--- config.mk ---
export PLATFORM = sky130hd
export DESIGN_NAME = phase_counter
export DESIGN_NICKNAME = d
export VERILOG_FILES = /design/src/rtl/phase_counter.sv
export SDC_FILE = /design/constraint.sdc
export NUM_CORES = 1
export LEC_CHECK = 0
export CORE_AREA = 5 5 42 44
export DETAILED_ROUTE_END_ITERATION = 16
export DIE_AREA = 0 0 47 49
export SYNTH_ARGS = -nofsm -noshare
export SYNTH_HDL_FRONTEND = slang
export SYNTH_SLANG_ARGS = --single-unit
export TNS_END_PERCENT = 1
--- constraint.sdc ---
create_clock -name clk -period 2.3 [get_ports clk]
set_input_delay 0.345 -clock clk [delete_from_list [all_inputs] [get_ports clk]]
set_output_delay 0.345 -clock clk [all_outputs]
set_load 0.03 [all_outputs]
--- src/rtl/phase_counter.sv ---
// ---------------------------------------------------------------------------
// phase_counter
//
// Two-level phase counter that sequences the RAM access phases (address /
// read / write) of the NW score-matrix fill.
//
// A prescaler divides enabled clock cycles by DIV. Each time the prescaler
// completes, the step counter advances by one, from 0 up to LAST.
//
// On reaching LAST the counter behaves according to MODE:
//   MODE = 0  LAST is held for exactly one enabled cycle, and the counter then
//             restarts at 0. The period is LAST*DIV+1 enabled cycles.
//   MODE = 1  LAST is held until clr or rst. While LAST is held, en has no
//             effect.
//
// All three outputs are registered:
//   count   current step value
//   signal  high while count == LAST; updated on the same edge as count
//   tick    one-cycle pulse after every en-driven change of count
//
// Reset and clear are synchronous. Priority is rst > clr > en.
// ---------------------------------------------------------------------------
module phase_counter #(
  parameter int CNT_W = 4,
  parameter int DIV   = 3,
  parameter int LAST  = 2,
  parameter int MODE  = 0
) (
  input  logic             clk,
  input  logic             rst,
  input  logic             en,
  input  logic             clr,
  output logic [CNT_W-1:0] count,
  output logic             signal,
  output logic             tick
);

  // -------------------------------------------------------------------------
  // Derived constants
  // -------------------------------------------------------------------------

  // The prescaler is at least one bit wide, so that DIV = 1 still has a
  // legal register to hold.
  localparam int PRE_W = (DIV > 1) ? $clog2(DIV) : 1;

  // Terminal values, sized to the registers they are compared with.
  localparam logic [CNT_W-1:0] LAST_C  = CNT_W'(LAST);
  localparam logic [PRE_W-1:0] PRE_MAX = PRE_W'(DIV - 1);

  // One-shot behaviour is fixed at elaboration time.
  localparam bit ONE_SHOT = (MODE != 0);

  // -------------------------------------------------------------------------
  // Elaboration-time parameter checks
  // -------------------------------------------------------------------------
  generate
    if (DIV < 1) begin : g_bad_div
      $error("phase_counter: DIV must be >= 1 (DIV=%0d)", DIV);
    end
    if (LAST < 1) begin : g_bad_last_lo
      $error("phase_counter: LAST must be >= 1 (LAST=%0d)", LAST);
    end
    if (LAST > (2 ** CNT_W) - 1) begin : g_bad_last_hi
      $error("phase_counter: LAST=%0d does not fit in CNT_W=%0d bits",
             LAST, CNT_W);
    end
  endgenerate

  // -------------------------------------------------------------------------
  // State
  // -------------------------------------------------------------------------

  // The prescaler stays internal; only count is visible at the ports.
  logic [PRE_W-1:0] pre;

  // Next-state values, produced by the combinational block below.
  logic [CNT_W-1:0] count_next;
  logic [PRE_W-1:0] pre_next;

  // Decoded conditions on the current state.
  logic             at_last;
  logic             pre_done;

  assign at_last  = (count == LAST_C);
  assign pre_done = (pre == PRE_MAX);

  // -------------------------------------------------------------------------
  // Next-state logic
  //
  // Computes where an enabled edge would take count and the prescaler.
  // rst and clr are handled in the register block, so they override
  // whatever is computed here.
  // -------------------------------------------------------------------------
  always_comb begin
    // NOTE: every output gets a hold value first, so that branches which do
    // not assign it cannot infer a latch.
    count_next = count;
    pre_next   = pre;

    if (en) begin
      if (at_last) begin
        // LAST dwells for one enabled cycle. In wrap mode the counter then
        // restarts; in one-shot mode it stays at LAST.
        if (!ONE_SHOT) begin
          count_next = '0;
          pre_next   = '0;
        end
      end else if (pre_done) begin
        // The prescaler has completed a step: advance the step counter.
        // count < LAST here, so the increment cannot overflow CNT_W bits.
        count_next = count + 1'b1;
        pre_next   = '0;
      end else begin
        // Still part-way through a step.
        pre_next = pre + 1'b1;
      end
    end
  end

  // -------------------------------------------------------------------------
  // Registers
  //
  // Updates count, the prescaler, signal and tick. rst and clr both discard
  // partial prescale progress, so the first step after release takes a full
  // DIV enabled cycles.
  // -------------------------------------------------------------------------
  always_ff @(posedge clk) begin
    if (rst || clr) begin
      // NOTE: sequential state uses non-blocking assignments, so every
      // register samples the values from before this edge.
      count  <= '0;
      pre    <= '0;
      signal <= 1'b0;
      tick   <= 1'b0;
    end else begin
      count  <= count_next;
      pre    <= pre_next;
      // signal follows the new count on the same edge, so it is registered
      // rather than a decode of the count output.
      signal <= (count_next == LAST_C);
      // tick pulses only on edges where en actually changes count,
      // including the wrap back to 0.
      tick   <= en && (count_next != count);
    end
  end

endmodule

==> results.ini <==
[outcome]
status=complete, no violations

[yosys]
yosys_warnings=0
synth_cells=44
syn-cell-area_um2=430.4
yosys.area.top_type=dfxtp_1
yosysUniqueCellTypes=25
ys_seq_area_share_pct=37.21
synth_nets=50
synth_top_area_share_pct=37.21
ys_ff_latch=8
post_synth.cell_area_avg_um2=9.782
synth.area.top_cells=dfxtp_1, ha_1, or3_1

[setup_path]
crit_chain=clkdlybuf4s50_1
end_kind=output port
worst-path-max-fanout=9
critPathKind=flip-flop to output port
rr_endpoint=signal
required_ns=1.96
cpLargestDelayFamily=buffers and inverters
cp.arrival_ns=1.50
worstReg2RegStart=count[0]
reg2reg_slack_ns=0.60
rr_worst_depth=4
worstSetupStartpointType=flip-flop
crit_buf_inv=1
slowest_delay_ns=0.74
crit_slowest_cell=clkdlybuf4s50_1

[cts]
htree_num_levels=1
cts_buffers=3
insertion_delay_ns=0.26
cts_tree=done
holdBufCountCts=0
cts_resized=0
postCtsSetupBuffers=0
cts_sinks=8
cts_root_buf=clkbuf_4
clk_path_buf_depth=2
path_clk_slew_ns=0.06

[layout]
layout_common_cells=clkdlybuf4s50_1, dfxtp_1, nor2_1
antennaDiodeCount=0
fin_nets=64
fill_cells=148
layout_commonest_cell=clkdlybuf4s50_1
fin_cells=72
drive_above_1_share_pct=19.64
area_delta_synth_final_pct=30.81

[sta]
slew_violations=0
tightest_slew_ns=0.2994
fin_crit_sh_pct=80.04
rsz0062_at_grt=no
clock_skew_ns=0.006697
max_clock_freq_mhz=543.2
finalSetupViolCount=0
hold_viol_final=0
period_minus_slack_ns=1.841
max_slew_margin_pct=79.77
tns_ns=0

[drt]
drtPass1Iterations=4
via_per_inst=5.181
wl_um=903
drc=0
drt_iter0_drc=7
ant_nets=0
wl_per_cell_um=12.54
vias=373

[grt]
overflow=0
grt.total_usage_pct=9.309
grt_pass1_wl_mm=1.511
grt_max_degree=10
antenna_found_initial=0
grt_pass1_vias=338

[worst_hold_path]
holdPathEnd=count[3]
hold_start=count[3]
hp-class=flip-flop to flip-flop
hold_path_depth=2

[floorplanning]
rows=14
io_pins=10
die-area_um2=2303
die_width_um=47
core_area_um2=1401
start_util_pct=30.71
die_h_um=49

[power_and_ir_drop]
power_density_nw_per_um2=478.5
power.leakage_nw=0.2017
total_power_w=0.0002694
max-vdd-ir-drop_uv=236.6

[job]
cap_violations=0

[place]
place_congestion=0.6955
place_hpwl_um=640.6
place.port_buffers=9
placedCellCount=69

-- cells by family after synthesis --
group                      Yosys count  share of synthesized area [%]
adders and majority gates            2                          5.813
DFF                                  8                          37.21
xor gates and xnor gates             1                          2.035
AOI/OAI and AO/OA                   10                          20.06
and+or+nand+nor                     22                          33.72
buffers and inverters                1                          1.162
-- worst max-delay path by stage --
stage / start / endpoint / slack, ns / cells after the start
after floorplan: count[0] / signal / 0.56 / 4
after global placement: en / signal / 0.49 / 4
after detailed placement: en / signal / 0.43 / 4
after CTS: count[1] / count[1] / 0.46 / 1
after global routing: count[1] / count[1] / 0.42 / 1
final: count[1] / count[1] / 0.46 / 1
-- cell usage after synthesis --
master    number
a211o_2        1
a211oi_1       1
a21bo_2        1
a21boi_1       1
a21oi_1        1
a221oi_2       1
and2b_2        2
and3b_2        1
and4b_1        1
clkinv_2       1
dfxtp_1        8
ha_1           2
nand2_1        3
nand3_1        2
nand3b_1       2
nand4_1        1
nor2_1         4
nor3b_2        1
nor4b_1        1
nor4bb_1       1
o2111a_1       1
o21a_1         2
o21ai_0        1
or3_1          3
xnor2_1        1
-- where the power goes --
group | leakage [nW] | total [W] | switching, W | internal, W
clock network | 0.0138 | 0.000112 | 0.0000518 | 0.0000600
registers | 0.0646 | 0.000141 | 0.00000137 | 0.000140
logic | 0.123 | 0.0000164 | 0.00000663 | 0.00000974
total | 0.202 | 0.000269 | 0.0000598 | 0.000210
-- area by class of cell --
class                      count  area (um2)  share of cell area, %
timing repair buffer           9       90.09                  16.00
clock buffer                   3       22.52                  4.000
inverter                       1       5.005                 0.8889
sequential                     8       160.2                  28.44
tap                           16       20.02                  3.556
multi-input combinational     35       265.3                  47.11
-- state kept, by name (all words and copies together), names as in the netlist --
| name | cells |
|---|---|
| pre | 2 |
| tick | 1 |
| count | 4 |
| signal | 1 |
-- stage by stage --
stage	utilization, %	setup slack (ns)	instance area (um2)	hold slack (ns)
after floorplan	-	0.5629	430.4	0.4846
after global placement	38.57	0.4883	540.5	0.5389
after detailed placement	38.57	0.4279	540.5	0.5507
after CTS	40.18	0.4596	563.0	0.5576
after global routing	40.18	0.4163	563.0	0.5913
final	40.18	0.4591	563.0	0.5638
-- metal layers --
layer  global-route usage [%]  vias up  part of all wire [%]
li1                         -      190                     -
met1                    11.92      166                    46
met2                    11.31       13                    41
met3                    7.011        4                    11
met4                    4.147        0                   2.8
met5                        0        -                     0
No activity file was read; power rests on OpenSTA's default activity.
